==> config.mk <==
export PLATFORM = sky130hd
export DESIGN_NAME = id_stage_pipe_flat
export DESIGN_NICKNAME = d
export VERILOG_FILES = /design/src/rtl/id_stage_pipe_if.sv /design/src/rtl/id_stage_pipe.sv /design/src/flat_wrapper.sv
export SDC_FILE = /design/constraint.sdc
export NUM_CORES = 1
export LEC_CHECK = 0
export CAP_MARGIN = 20
export CORE_MARGIN = 2
export CORE_UTILIZATION = 35
export CTS_BUF_LIST = sky130_fd_sc_hd__clkbuf_8
export DETAILED_ROUTE_END_ITERATION = 10
export GPL_ROUTABILITY_DRIVEN = 0
export HOLD_SLACK_MARGIN = 0.05
export PLACE_DENSITY = 0.76
export SLEW_MARGIN = 20
export SYNTH_ARGS = -nofsm -noshare
export SYNTH_HDL_FRONTEND = slang
export SYNTH_SLANG_ARGS = --single-unit
==> constraint.sdc <==
create_clock -name clk -period 2.9 [get_ports clk]
set_input_delay 0.435 -clock clk [delete_from_list [all_inputs] [get_ports clk]]
set_output_delay 0.435 -clock clk [all_outputs]
set_load 0.005 [all_outputs]
==> src/rtl/id_stage_pipe_if.sv <==
// Decode-stage bus: IF/ID inputs, regfile read port, forwarding sources,
// pipeline control and the registered ID/EX outputs.
interface id_stage_pipe_if #(
   parameter int unsigned DATA_W  = 32,
   parameter int unsigned NUM_FWD = 2
);
   logic [31:0]             pc_i;
   logic [31:0]             inst_i;
   logic                    id_valid_i;
   logic [DATA_W-1:0]       reg1_data_i;
   logic [DATA_W-1:0]       reg2_data_i;
   logic [4:0]              reg1_addr_o;
   logic [4:0]              reg2_addr_o;
   logic                    reg1_read_o;
   logic                    reg2_read_o;
   logic [NUM_FWD-1:0]      fwd_wreg_i;
   logic [5*NUM_FWD-1:0]    fwd_wd_i;
   logic [DATA_W*NUM_FWD-1:0] fwd_wdata_i;
   logic                    ex_load_i;
   logic                    stall_i;
   logic                    flush_i;
   logic                    stallreq_o;
   logic [7:0]              ex_aluop_o;
   logic [2:0]              ex_alusel_o;
   logic [DATA_W-1:0]       ex_reg1_o;
   logic [DATA_W-1:0]       ex_reg2_o;
   logic [4:0]              ex_wd_o;
   logic                    ex_wreg_o;
   logic [31:0]             ex_pc_o;
   logic                    ex_invalid_o;

   modport master (
      output pc_i, inst_i, id_valid_i, reg1_data_i, reg2_data_i,
      output fwd_wreg_i, fwd_wd_i, fwd_wdata_i, ex_load_i, stall_i, flush_i,
      input  reg1_addr_o, reg2_addr_o, reg1_read_o, reg2_read_o, stallreq_o,
      input  ex_aluop_o, ex_alusel_o, ex_reg1_o, ex_reg2_o, ex_wd_o, ex_wreg_o,
      input  ex_pc_o, ex_invalid_o
   );

   modport slave (
      input  pc_i, inst_i, id_valid_i, reg1_data_i, reg2_data_i,
      input  fwd_wreg_i, fwd_wd_i, fwd_wdata_i, ex_load_i, stall_i, flush_i,
      output reg1_addr_o, reg2_addr_o, reg1_read_o, reg2_read_o, stallreq_o,
      output ex_aluop_o, ex_alusel_o, ex_reg1_o, ex_reg2_o, ex_wd_o, ex_wreg_o,
      output ex_pc_o, ex_invalid_o
   );
endinterface

==> src/rtl/id_stage_pipe.sv <==
// MIPS-style decode stage: logic/lui decode, operand forwarding, load-use stall and ID/EX
// register. Define SHIFT_INSTR_EN to also decode sll/srl/sra/sllv/srlv/srav.
module id_stage_pipe #(
   parameter int unsigned DATA_W  = 32,
   parameter int unsigned NUM_FWD = 2
) (
   input logic            clk,
   input logic            rst,
   id_stage_pipe_if.slave bus
);

   localparam logic [7:0] EXE_NOP_OP = 8'b0000_0000;
   localparam logic [7:0] EXE_AND_OP = 8'b0010_0100;
   localparam logic [7:0] EXE_OR_OP  = 8'b0010_0101;
   localparam logic [7:0] EXE_XOR_OP = 8'b0010_0110;
   localparam logic [7:0] EXE_NOR_OP = 8'b0010_0111;
`ifdef SHIFT_INSTR_EN
   localparam logic [7:0] EXE_SLL_OP = 8'b0111_1100;
   localparam logic [7:0] EXE_SRL_OP = 8'b0000_0010;
   localparam logic [7:0] EXE_SRA_OP = 8'b0000_0011;
   localparam logic [2:0] EXE_RES_SHIFT = 3'b010;
`endif
   localparam logic [2:0] EXE_RES_NOP   = 3'b000;
   localparam logic [2:0] EXE_RES_LOGIC = 3'b001;

   localparam logic [5:0] OP_SPECIAL = 6'h00;
   localparam logic [5:0] OP_ANDI    = 6'h0C;
   localparam logic [5:0] OP_ORI     = 6'h0D;
   localparam logic [5:0] OP_XORI    = 6'h0E;
   localparam logic [5:0] OP_LUI     = 6'h0F;

   localparam logic [5:0] F_AND  = 6'h24;
   localparam logic [5:0] F_OR   = 6'h25;
   localparam logic [5:0] F_XOR  = 6'h26;
   localparam logic [5:0] F_NOR  = 6'h27;
`ifdef SHIFT_INSTR_EN
   localparam logic [5:0] F_SLL  = 6'h00;
   localparam logic [5:0] F_SRL  = 6'h02;
   localparam logic [5:0] F_SRA  = 6'h03;
   localparam logic [5:0] F_SLLV = 6'h04;
   localparam logic [5:0] F_SRLV = 6'h06;
   localparam logic [5:0] F_SRAV = 6'h07;
`endif

   typedef struct packed {
      logic [7:0]        aluop;
      logic [2:0]        alusel;
      logic [DATA_W-1:0] reg1;
      logic [DATA_W-1:0] reg2;
      logic [4:0]        wd;
      logic              wreg;
      logic [31:0]       pc;
      logic              invalid;
   } ex_t;

   logic [5:0]        op;
   logic [5:0]        funct;
   logic [4:0]        sa;
   logic [4:0]        rd;
   logic [15:0]       imm16;
   logic [4:0]        reg1_addr;
   logic [4:0]        reg2_addr;

   logic [7:0]        dec_aluop;
   logic [2:0]        dec_alusel;
   logic [4:0]        dec_wd;
   logic              dec_wreg;
   logic              dec_read1;
   logic              dec_read2;
   logic [DATA_W-1:0] dec_imm1;
   logic [DATA_W-1:0] dec_imm2;
   logic              dec_invalid;
   logic              dec_bubble;

   logic              read1;
   logic              read2;
   logic [DATA_W-1:0] opnd1;
   logic [DATA_W-1:0] opnd2;
   logic              load_hit;
   logic              stallreq;

   ex_t               ex_dec;
   ex_t               ex_d;
   ex_t               ex_q;

   assign op        = bus.inst_i[31:26];
   assign reg1_addr = bus.inst_i[25:21];
   assign reg2_addr = bus.inst_i[20:16];
   assign rd        = bus.inst_i[15:11];
   assign sa        = bus.inst_i[10:6];
   assign funct     = bus.inst_i[5:0];
   assign imm16     = bus.inst_i[15:0];

   always_comb begin
      dec_aluop   = EXE_NOP_OP;
      dec_alusel  = EXE_RES_NOP;
      dec_wd      = 5'd0;
      dec_wreg    = 1'b0;
      dec_read1   = 1'b0;
      dec_read2   = 1'b0;
      dec_imm1    = '0;
      dec_imm2    = '0;
      dec_invalid = 1'b0;
      dec_bubble  = 1'b0;
      if (bus.inst_i == 32'h0) begin
         dec_bubble = 1'b1;
      end else begin
         // Cleared by each recognised encoding below.
         dec_invalid = 1'b1;
         case (op)
            OP_SPECIAL: begin
               case (funct)
                  F_AND, F_OR, F_XOR, F_NOR: begin
                     if (sa == 5'd0) begin
                        dec_invalid = 1'b0;
                        dec_alusel  = EXE_RES_LOGIC;
                        dec_read1   = 1'b1;
                        dec_read2   = 1'b1;
                        dec_wd      = rd;
                        dec_wreg    = 1'b1;
                        case (funct)
                           F_AND:   dec_aluop = EXE_AND_OP;
                           F_OR:    dec_aluop = EXE_OR_OP;
                           F_XOR:   dec_aluop = EXE_XOR_OP;
                           default: dec_aluop = EXE_NOR_OP;
                        endcase
                     end
                  end
`ifdef SHIFT_INSTR_EN
                  F_SLL, F_SRL, F_SRA: begin
                     if (reg1_addr == 5'd0) begin
                        dec_invalid = 1'b0;
                        dec_alusel  = EXE_RES_SHIFT;
                        dec_imm1    = DATA_W'(sa);
                        dec_read2   = 1'b1;
                        dec_wd      = rd;
                        dec_wreg    = 1'b1;
                        case (funct)
                           F_SLL:   dec_aluop = EXE_SLL_OP;
                           F_SRL:   dec_aluop = EXE_SRL_OP;
                           default: dec_aluop = EXE_SRA_OP;
                        endcase
                     end
                  end
                  F_SLLV, F_SRLV, F_SRAV: begin
                     if (sa == 5'd0) begin
                        dec_invalid = 1'b0;
                        dec_alusel  = EXE_RES_SHIFT;
                        dec_read1   = 1'b1;
                        dec_read2   = 1'b1;
                        dec_wd      = rd;
                        dec_wreg    = 1'b1;
                        case (funct)
                           F_SLLV:  dec_aluop = EXE_SLL_OP;
                           F_SRLV:  dec_aluop = EXE_SRL_OP;
                           default: dec_aluop = EXE_SRA_OP;
                        endcase
                     end
                  end
`endif
                  default: ;
               endcase
            end
            OP_ANDI, OP_ORI, OP_XORI: begin
               dec_invalid = 1'b0;
               dec_alusel  = EXE_RES_LOGIC;
               dec_read1   = 1'b1;
               dec_imm2    = DATA_W'(imm16);
               dec_wd      = reg2_addr;
               dec_wreg    = 1'b1;
               case (op)
                  OP_ANDI: dec_aluop = EXE_AND_OP;
                  OP_ORI:  dec_aluop = EXE_OR_OP;
                  default: dec_aluop = EXE_XOR_OP;
               endcase
            end
            OP_LUI: begin
               dec_invalid = 1'b0;
               dec_alusel  = EXE_RES_LOGIC;
               dec_aluop   = EXE_OR_OP;
               dec_imm2    = DATA_W'({imm16, 16'h0});
               dec_wd      = reg2_addr;
               dec_wreg    = 1'b1;
            end
            default: ;
         endcase
         // Writes to $0 are architecturally discarded.
         if (dec_wd == 5'd0) begin
            dec_wreg = 1'b0;
         end
      end
   end

   assign read1 = dec_read1 & ~rst;
   assign read2 = dec_read2 & ~rst;

   // Scan from the highest index down so the lowest matching source wins.
   always_comb begin
      opnd1 = dec_imm1;
      if (read1) begin
         if (reg1_addr == 5'd0) begin
            opnd1 = '0;
         end else begin
            opnd1 = bus.reg1_data_i;
            for (int j = int'(NUM_FWD) - 1; j >= 0; j--) begin
               if (bus.fwd_wreg_i[j] && (bus.fwd_wd_i[5*j +: 5] == reg1_addr)) begin
                  opnd1 = bus.fwd_wdata_i[DATA_W*j +: DATA_W];
               end
            end
         end
      end
   end

   always_comb begin
      opnd2 = dec_imm2;
      if (read2) begin
         if (reg2_addr == 5'd0) begin
            opnd2 = '0;
         end else begin
            opnd2 = bus.reg2_data_i;
            for (int j = int'(NUM_FWD) - 1; j >= 0; j--) begin
               if (bus.fwd_wreg_i[j] && (bus.fwd_wd_i[5*j +: 5] == reg2_addr)) begin
                  opnd2 = bus.fwd_wdata_i[DATA_W*j +: DATA_W];
               end
            end
         end
      end
   end

   // A load in EX cannot forward yet; hold the consumer for one cycle.
   always_comb begin
      load_hit = 1'b0;
      if (bus.ex_load_i && bus.fwd_wreg_i[0]) begin
         if (read1 && (reg1_addr != 5'd0) && (bus.fwd_wd_i[4:0] == reg1_addr)) begin
            load_hit = 1'b1;
         end
         if (read2 && (reg2_addr != 5'd0) && (bus.fwd_wd_i[4:0] == reg2_addr)) begin
            load_hit = 1'b1;
         end
      end
   end

   assign stallreq = ~rst & bus.id_valid_i & load_hit;

   always_comb begin
      ex_dec.aluop   = dec_aluop;
      ex_dec.alusel  = dec_alusel;
      ex_dec.reg1    = opnd1;
      ex_dec.reg2    = opnd2;
      ex_dec.wd      = dec_wd;
      ex_dec.wreg    = dec_wreg;
      ex_dec.pc      = bus.pc_i;
      ex_dec.invalid = dec_invalid;
      if (dec_bubble) begin
         ex_dec = '0;
      end
   end

   always_comb begin
      ex_d = ex_dec;
      if (bus.flush_i) begin
         ex_d = '0;
      end else if (bus.stall_i) begin
         ex_d = ex_q;
      end else if (stallreq || !bus.id_valid_i) begin
         ex_d = '0;
      end
   end

   always_ff @(posedge clk) begin
      if (rst) begin
         ex_q <= '0;
      end else begin
         ex_q <= ex_d;
      end
   end

   assign bus.reg1_addr_o  = reg1_addr;
   assign bus.reg2_addr_o  = reg2_addr;
   assign bus.reg1_read_o  = read1;
   assign bus.reg2_read_o  = read2;
   assign bus.stallreq_o   = stallreq;
   assign bus.ex_aluop_o   = ex_q.aluop;
   assign bus.ex_alusel_o  = ex_q.alusel;
   assign bus.ex_reg1_o    = ex_q.reg1;
   assign bus.ex_reg2_o    = ex_q.reg2;
   assign bus.ex_wd_o      = ex_q.wd;
   assign bus.ex_wreg_o    = ex_q.wreg;
   assign bus.ex_pc_o      = ex_q.pc;
   assign bus.ex_invalid_o = ex_q.invalid;

endmodule

==> src/flat_wrapper.sv <==
// flat-port wrapper written by rule: the top's interface ports become plain ports
module id_stage_pipe_flat 
#(
   parameter int unsigned DATA_W  = 32,
   parameter int unsigned NUM_FWD = 2
)
  (clk, rst, bus_pc_i, bus_inst_i, bus_id_valid_i, bus_reg1_data_i, bus_reg2_data_i, bus_fwd_wreg_i, bus_fwd_wd_i, bus_fwd_wdata_i, bus_ex_load_i, bus_stall_i, bus_flush_i, bus_reg1_addr_o, bus_reg2_addr_o, bus_reg1_read_o, bus_reg2_read_o, bus_stallreq_o, bus_ex_aluop_o, bus_ex_alusel_o, bus_ex_reg1_o, bus_ex_reg2_o, bus_ex_wd_o, bus_ex_wreg_o, bus_ex_pc_o, bus_ex_invalid_o);
  id_stage_pipe_if #(.DATA_W(DATA_W), .NUM_FWD(NUM_FWD)) bus_i ();
  input logic clk;
  input logic rst;
  input wire logic [$bits(bus_i.pc_i)-1:0] bus_pc_i;
  input wire logic [$bits(bus_i.inst_i)-1:0] bus_inst_i;
  input wire logic [$bits(bus_i.id_valid_i)-1:0] bus_id_valid_i;
  input wire logic [$bits(bus_i.reg1_data_i)-1:0] bus_reg1_data_i;
  input wire logic [$bits(bus_i.reg2_data_i)-1:0] bus_reg2_data_i;
  input wire logic [$bits(bus_i.fwd_wreg_i)-1:0] bus_fwd_wreg_i;
  input wire logic [$bits(bus_i.fwd_wd_i)-1:0] bus_fwd_wd_i;
  input wire logic [$bits(bus_i.fwd_wdata_i)-1:0] bus_fwd_wdata_i;
  input wire logic [$bits(bus_i.ex_load_i)-1:0] bus_ex_load_i;
  input wire logic [$bits(bus_i.stall_i)-1:0] bus_stall_i;
  input wire logic [$bits(bus_i.flush_i)-1:0] bus_flush_i;
  output wire logic [$bits(bus_i.reg1_addr_o)-1:0] bus_reg1_addr_o;
  output wire logic [$bits(bus_i.reg2_addr_o)-1:0] bus_reg2_addr_o;
  output wire logic [$bits(bus_i.reg1_read_o)-1:0] bus_reg1_read_o;
  output wire logic [$bits(bus_i.reg2_read_o)-1:0] bus_reg2_read_o;
  output wire logic [$bits(bus_i.stallreq_o)-1:0] bus_stallreq_o;
  output wire logic [$bits(bus_i.ex_aluop_o)-1:0] bus_ex_aluop_o;
  output wire logic [$bits(bus_i.ex_alusel_o)-1:0] bus_ex_alusel_o;
  output wire logic [$bits(bus_i.ex_reg1_o)-1:0] bus_ex_reg1_o;
  output wire logic [$bits(bus_i.ex_reg2_o)-1:0] bus_ex_reg2_o;
  output wire logic [$bits(bus_i.ex_wd_o)-1:0] bus_ex_wd_o;
  output wire logic [$bits(bus_i.ex_wreg_o)-1:0] bus_ex_wreg_o;
  output wire logic [$bits(bus_i.ex_pc_o)-1:0] bus_ex_pc_o;
  output wire logic [$bits(bus_i.ex_invalid_o)-1:0] bus_ex_invalid_o;
  assign bus_i.pc_i = bus_pc_i;
  assign bus_i.inst_i = bus_inst_i;
  assign bus_i.id_valid_i = bus_id_valid_i;
  assign bus_i.reg1_data_i = bus_reg1_data_i;
  assign bus_i.reg2_data_i = bus_reg2_data_i;
  assign bus_i.fwd_wreg_i = bus_fwd_wreg_i;
  assign bus_i.fwd_wd_i = bus_fwd_wd_i;
  assign bus_i.fwd_wdata_i = bus_fwd_wdata_i;
  assign bus_i.ex_load_i = bus_ex_load_i;
  assign bus_i.stall_i = bus_stall_i;
  assign bus_i.flush_i = bus_flush_i;
  assign bus_reg1_addr_o = bus_i.reg1_addr_o;
  assign bus_reg2_addr_o = bus_i.reg2_addr_o;
  assign bus_reg1_read_o = bus_i.reg1_read_o;
  assign bus_reg2_read_o = bus_i.reg2_read_o;
  assign bus_stallreq_o = bus_i.stallreq_o;
  assign bus_ex_aluop_o = bus_i.ex_aluop_o;
  assign bus_ex_alusel_o = bus_i.ex_alusel_o;
  assign bus_ex_reg1_o = bus_i.ex_reg1_o;
  assign bus_ex_reg2_o = bus_i.ex_reg2_o;
  assign bus_ex_wd_o = bus_i.ex_wd_o;
  assign bus_ex_wreg_o = bus_i.ex_wreg_o;
  assign bus_ex_pc_o = bus_i.ex_pc_o;
  assign bus_ex_invalid_o = bus_i.ex_invalid_o;
  id_stage_pipe #(.DATA_W(DATA_W), .NUM_FWD(NUM_FWD)) u_core (.clk(clk), .rst(rst), .bus(bus_i));
endmodule
==> results.ini, run 1 <==
[synthesis]
syn-cell-area_sq_um=6157
dominant_synthesized_flop_cell=sky130_fd_sc_hd__dfxtp_1
post_synthesis_xor_xnor_area_fraction_pct=2.845
synth.top_cells.by_count=107 x sky130_fd_sc_hd__dfxtp_1, 70 x sky130_fd_sc_hd__a22oi_1, 70 x sky130_fd_sc_hd__clkbuf_1
ys_top_cells_by_area=sky130_fd_sc_hd__dfxtp_1 35%, sky130_fd_sc_hd__a22oi_1 8.5%, sky130_fd_sc_hd__a311o_1 5.2%
synth_top_area_share_pct=34.79
synthDominantAreaCellType=sky130_fd_sc_hd__dfxtp_1
synth_compound_area_share_pct=36.50
synthSimpleGateAreaFrac_pct=18.29
synthArstFlopShare_pct=0
synthAdderAreaFrac_pct=0
syn_area_per_cell_sq_um=8.400
synth-seq-cells=107
synth_sequential_area_ratio_pct=34.79
post_synth_mux_area_share_pct=0
syn-instance-count=733
main_combinational_cell_family_by_area_after_synthesis=compound AO/OA/AOI/OAI gates
ys_warn_count=0
leading_cell_type_by_number_of_instances_after_synthesis=sky130_fd_sc_hd__dfxtp_1
synth_edf_count=0
synth_cell_types=46

[setup_path]
cp.arrival_ns=2.41
crit_path_end_kind=output pin
setup.worst_path.start_class=primary input
worst_path_buffer_plus_inverter_count=2
cp_cell_sequence=dlygate4sd2_1 -> or4_4 -> or4_4 -> or2_1 -> o32ai_2 -> and2_1 -> buf_2
r2r_end=u_core.bus.ex_reg2_o[26]
crit_start=bus_inst_i[3]
timing_worst_setup_path_type=in2out
r2r_cells=2
critical_path_peak_fanout=2
critical_path_required_ns=2.47
regToRegSetupSlack_ns=2.11
cpMaxStageDelayCell=sky130_fd_sc_hd__or4_4
startpoint_of_the_worst_register_to_register_path=u_core.bus.ex_reg2_o[26]
timing.critical_path.slowest_cell_delay_ns=0.51
timing.critical_path.mode_cell=sky130_fd_sc_hd__or4_4
crit_family=simple AND/OR/NAND/NOR gates

[grt]
maximum_number_of_pins_on_one_net_before_global_route_repair=76
grt_overflow_total=0
grt_usage_pct=28.29
global_route_wire_length_before_repair_mm=40.30
number_of_antenna_violations_at_the_first_check_in_global_routing=1
first_global_vias=7184

[sta]
setup-violations-final=0
max_clock_freq_mhz=352.1
final_max_slew_viol_count=0
final.setup_skew_ns=0
finalHoldViolations=0
setup_repair_after_global_routing_missed_its_margin=no
final_period_minus_worst_setup_slack_ns=2.840
slew_headroom_pct=57.83
final.period_utilization_pct=97.94
tightest_slew_ns=0.6325

[cells_and_area]
final_design_area_no_fill_sq_um=10280
layout-drive-gt1-share_pct=13.39
design.final.nets=1273
layout-area-overhead-vs-synth_pct=67.04
num-fill-cells=1542
seq_area_sq_um=2142
multiInputGateArea_sq_um=3642

[route]
via_per_inst=5.734
drt_iter0_drc=689
route.detailed.drc=0
finalWirelength_mm=27.33
via_count=7420
first_pass_iters=6
drt.antenna.violating_nets=0
routedWlPerCell_um=21.12

[floorplanning]
core.rowCount=48
core-area_sq_um=17240
initial_utilization_pct=35.72
fp.dieH_um=136.6
top_level_ports=337
dieArea_sq_um=18670
die_w_um=136.6

[hold_path]
hold-path-endpoint=u_core.bus.ex_invalid_o
holdCritPathClass=reg2reg
min_delay_path_depth=2
timing.hold.worst.start=u_core.bus.ex_invalid_o

[flow_run]
max_cap_viol_count=0

[clocking]
insertion_delay_ns=0.38
cts_buffer_depth=2
cts.reportedPaths.clkPinSlew_ns=0.12
clk_root_buffer_cell=sky130_fd_sc_hd__clkbuf_8
cts_tree=built
ctsHtreeMaxLevel=3
cts.sinks=107
inserted_clock_buffers=9

[power]
power_density_nw_per_um2=313.4
cellLeakagePower_uw=0.003432
power.share.clock_pct=30.2
worst_ir_drop_vdd_mv=0.2906
sw_frac_of_total_pct=30.00
power_report.internal_total_uw=2256
power_uw=3223
pwr-share-comb_pct=23.7
sequentialPowerShare_pct=46.1
power.switching_uw=966.9

[status]
run_status=finished clean

[placed_design]
port_buffers=330
dpl-instance-area_sq_um=10060
place_hpwl_mm=21.05

## layout by cell type (no fill, tap or decap), types with 9 or more instances in the layout
cell	n
sky130_fd_sc_hd__clkbuf_8	9
sky130_fd_sc_hd__o21a_1	30
sky130_fd_sc_hd__buf_12	11
sky130_fd_sc_hd__xnor2_1	19
sky130_fd_sc_hd__o31ai_2	20
sky130_fd_sc_hd__a22o_1	33
sky130_fd_sc_hd__nor3_1	35
sky130_fd_sc_hd__dfxtp_1	107
sky130_fd_sc_hd__nand2_1	47
sky130_fd_sc_hd__buf_4	69
sky130_fd_sc_hd__nand3_1	38
sky130_fd_sc_hd__a211oi_1	30
sky130_fd_sc_hd__a311o_1	32
sky130_fd_sc_hd__nor2_1	39
sky130_fd_sc_hd__o21ai_0	43
sky130_fd_sc_hd__clkdlybuf4s50_1	312
sky130_fd_sc_hd__a22oi_1	70
sky130_fd_sc_hd__o31ai_1	11
sky130_fd_sc_hd__nand4_1	34
## state kept, by name, indices dropped and copies added, names as in the netlist
| signal | count |
|---|---|
| u_core.bus.ex_wreg_o | 1 |
| u_core.bus.ex_pc_o | 32 |
| u_core.bus.ex_reg1_o | 32 |
| u_core.bus.ex_wd_o | 5 |
| u_core.bus.ex_invalid_o | 1 |
| u_core.bus.ex_reg2_o | 32 |
| u_core.bus.ex_alusel_o | 1 |
| u_core.bus.ex_aluop_o | 3 |
## worst min-delay path: stages, from the launching register on
cell                      delay, ns
sky130_fd_sc_hd__dfxtp_1       0.33
sky130_fd_sc_hd__nand2_1       0.05
sky130_fd_sc_hd__o31ai_1       0.05
## power groups by stage
stage / sequential, uW / combinational [uW] / clock (uW)
final: 1490 / 762 / 974
after CTS: 1490 / 758 / 1010
after global routing: 1490 / 808 / 1070
after global placement: 1520 / 753 / 0
after detailed placement: 1520 / 759 / 0
after floorplan: 1520 / 252 / 0
## routing by layer
layer | share of wire, % | up-vias | track usage [%]
met3 | 11 | 44 | 8.889
met2 | 48 | 420 | 48.00
li1 | - | 3494 | -
met1 | 39 | 3462 | 34.28
met5 | 0 | - | 0
met4 | 2.4 | 0 | 8.160
## logic make-up after synthesis
group	count (synthesis)
AOI/OAI and AO/OA	283
xor gates and xnor gates	20
buffers and inverters	99
DFF	107
other	1
and+or+nand+nor	223
## worst max-delay path by stage
stage / to / depth (start not counted)
final: bus_stallreq_o / 7
after global routing: bus_stallreq_o / 7
after CTS: bus_stallreq_o / 7
after detailed placement: bus_stallreq_o / 7
after global placement: bus_stallreq_o / 7
after floorplan: bus_stallreq_o / 8
## stage by stage
stage / cells / utilization [%] / TNS, ns / setup slack [ns] / hold slack (ns)
2_1_floorplan: 738 / - / 0 / 0.02506 / 0.4487
3_3_place_gp: 1275 / 58.38 / -34.71 / -0.6354 / 0.4342
6_report: 1294 / 59.67 / 0 / 0.05960 / 0.4590
5_1_grt: 1293 / 59.65 / 0 / 0.001414 / 0.4474
4_1_cts: 1293 / 59.73 / -0.03925 / -0.03925 / 0.4610
3_5_place_dp: 1275 / 58.38 / -36.94 / -0.6441 / 0.4396
## timing repair
item | in CTS | in global routing
buffers inserted | 2 | 0
resized for setup | 23 | 18
hold endpoints to repair | 0 | 0
pin swaps | 6 | 6
setup endpoints to repair | 33 | 2
hold buffers | 0 | 0
## layout make-up
| cell class | instances | area share [%] |
|---|---|---|
| inverters | 3 | 0.1095 |
| multi-input cells | 532 | 35.41 |
| flip-flops and latches | 107 | 20.83 |
| repair buffers | 410 | 38.82 |
| clock inverters | 7 | 0.8637 |
| diodes | 1 | 0.02433 |
| clock buffers | 9 | 1.204 |
| well taps | 225 | 2.737 |
(Power assumes the default switching activity.)
==> inputs of run 2 (changes only) <==
- CORE_ASPECT_RATIO: unset -> 1.25
- CTS_BUF_LIST: sky130_fd_sc_hd__clkbuf_8 -> unset
==> run 2 against run 1 <==
  * Flip-flop and latch count unchanged
  * Sequential share of layout area is 0.15 points lower
  * Global-route usage up 1.2 points
  * Cell area up 0.70%
  * Routed wire length grew 4.5%
  * Die area about the same
  * Clock skew is the same
  * Hold slack better by 0.0041 ns
  * Clock power grew 33%
  * Combinational power up 0.8%
  * Largest cell class unchanged
==> results.ini, run 2 (synthesis results as in run 1) <==
[status]
run_status=finished clean

[clocking]
insertion_delay_ns=0.35  ; -0.03 ns
cts-hold-fix-buffers=0  ; unchanged
cts.sinks=107  ; unchanged
clk_root_buffer_cell=sky130_fd_sc_hd__clkbuf_16
cts_buffer_depth=2  ; unchanged
inserted_clock_buffers=9  ; unchanged
cts_tree=built
cts.reportedPaths.clkPinSlew_ns=0.07  ; -0.05 ns
ctsHtreeMaxLevel=3  ; unchanged

[route]
first_pass_iters=5  ; -1
routedWlPerCell_um=22.08  ; +4.5%
drt_iter0_drc=514  ; -25%
route.detailed.drc=0  ; unchanged
finalWirelength_mm=28.57  ; +4.5%
via_per_inst=5.779  ; +0.78%
via_count=7478  ; +0.78%
drt.antenna.violating_nets=0  ; unchanged

[cells_and_area]
design.final.nets=1272  ; -0.079%
fin_util_pct=59.65  ; about the same
final_common_cell=sky130_fd_sc_hd__clkdlybuf4s50_1
seq_area_sq_um=2142  ; unchanged
final_design_area_no_fill_sq_um=10360  ; +0.70%
layout-area-overhead-vs-synth_pct=68.22
multiInputGateArea_sq_um=3643  ; about the same
layout.cells.non_filler=1294  ; unchanged
layout-drive-gt1-share_pct=13.12  ; -0.27 points
final_cell_mix=311 x sky130_fd_sc_hd__clkdlybuf4s50_1, 107 x sky130_fd_sc_hd__dfxtp_1, 71 x sky130_fd_sc_hd__buf_4
num-fill-cells=1592  ; +3.2%

[placed_design]
port_buffers=330  ; unchanged
post-place-cells=1273  ; -0.16%
dpl-instance-area_sq_um=10020  ; -0.41%
place_hpwl_mm=22.17  ; +5.3%

[floorplanning]
dieArea_sq_um=18680  ; about the same
core-area_sq_um=17360  ; +0.74%
core.rowCount=54  ; +13%
fp.dieH_um=152.3  ; +11%
initial_utilization_pct=35.46  ; -0.26 points
die_w_um=122.6  ; -10%
top_level_ports=337  ; unchanged

[sta]
slew_headroom_pct=56.52  ; -1.3 points
finalHoldViolations=0  ; unchanged
final.period_utilization_pct=98.60  ; +0.66 points
max_clock_freq_mhz=349.7  ; -0.67%
final.setup_skew_ns=0  ; unchanged
tightest_slew_ns=0.6522  ; +0.01972 ns
final_period_minus_worst_setup_slack_ns=2.859  ; +0.01908 ns
setup-violations-final=0  ; unchanged
final_max_slew_viol_count=0  ; unchanged

[setup_path]
regToRegSetupSlack_ns=2.12  ; about the same
r2r_cells=2  ; unchanged
critical_path_required_ns=2.47  ; about the same
timing_worst_setup_path_type=in2out
crit_path_end_kind=output pin
r2r_end=u_core.bus.ex_reg2_o[12]
cp.arrival_ns=2.42  ; about the same
startpoint_of_the_worst_register_to_register_path=u_core.bus.ex_reg2_o[12]
critical_path_peak_fanout=3  ; +1
setup.worst_path.start_class=primary input

[grt]
grt_usage_pct=29.52  ; +1.2 points
maximum_number_of_pins_on_one_net_before_global_route_repair=66  ; -13%
number_of_antenna_violations_at_the_first_check_in_global_routing=6  ; +5
global_route_wire_length_before_repair_mm=42.18  ; +4.7%
first_global_vias=7385  ; +2.8%
grt_overflow_total=0  ; unchanged

[power]
worst_ir_drop_vdd_mv=0.2911  ; +0.19%
cellLeakagePower_uw=0.003463  ; +0.92%
power_density_nw_per_um2=343.0  ; +9.5%

[hold_path]
hold-path-endpoint=u_core.bus.ex_reg1_o[21]
holdCritPathClass=reg2reg
min_delay_path_depth=2  ; unchanged
timing.hold.worst.start=u_core.bus.ex_reg1_o[21]

[flow_run]
max_cap_viol_count=0  ; unchanged

==> run 2: worst max-delay path by stage <==
stage | startpoint | to | depth (start not counted)
3_5_place_dp | bus_inst_i[2] | bus_stallreq_o | 7
3_3_place_gp | bus_inst_i[2] | bus_stallreq_o | 7
5_1_grt | bus_inst_i[28] | bus_stallreq_o | 7
2_1_floorplan | bus_inst_i[30] | bus_stallreq_o | 8
6_report | bus_inst_i[28] | bus_stallreq_o | 7
4_1_cts | bus_inst_i[31] | bus_stallreq_o | 7
==> run 2: metrics by stage <==
| step | hold WS (ns) | setup WS (ns) | TNS [ns] | total power, uW |
|---|---|---|---|---|
| final | 0.4631 | 0.04052 | 0 | 3553 |
| after global routing | 0.4883 | -0.007258 | -0.007258 | 3665 |
| after CTS | 0.4633 | 0.005526 | 0 | 3562 |
| after detailed placement | 0.4445 | -0.7326 | -45.18 | 2284 |
| after global placement | 0.4355 | -0.7073 | -43.44 | 2277 |
| after floorplan | 0.4487 | 0.02506 | 0 | 1772 |
==> run 2: area by class of cell <==
class | instances | share of cell area [%]
timing repair buffer | 409 | 38.26
inverter | 3 | 0.1087
antenna | 3 | 0.07248
sequential | 107 | 20.68
multi-input combinational | 532 | 35.18
tap | 224 | 2.706
clock buffer | 9 | 2.174
clock inverter | 7 | 0.8215
==> run 2: timing repair <==
item / in CTS / in global routing
gates resized for setup: 34 / 6
endpoints found under the setup margin: 72 / 2
pin swaps: 7 / 7
buffers inserted: 2 / 0
==> run 2: layer usage <==
metal	up-vias	GRT usage (%)	wire, um
li1	3496	-	-
met1	3509	33.35	10620
met2	388	50.05	13940
met3	79	7.934	2639
met4	6	15.49	1324
met5	-	0	40
==> run 2: power by group <==
part	switching, uW	internal [uW]
logic	351	418
clock network	615	685
registers	5.86	1480
==> run 2: critical path, cell delays in order <==
cell                            delay, ns
sky130_fd_sc_hd__dlygate4sd2_1       0.26
sky130_fd_sc_hd__or4_4               0.50
sky130_fd_sc_hd__or4_4               0.49
sky130_fd_sc_hd__or2_4               0.27
sky130_fd_sc_hd__o32ai_2             0.20
sky130_fd_sc_hd__and2_1              0.16
sky130_fd_sc_hd__buf_2               0.11
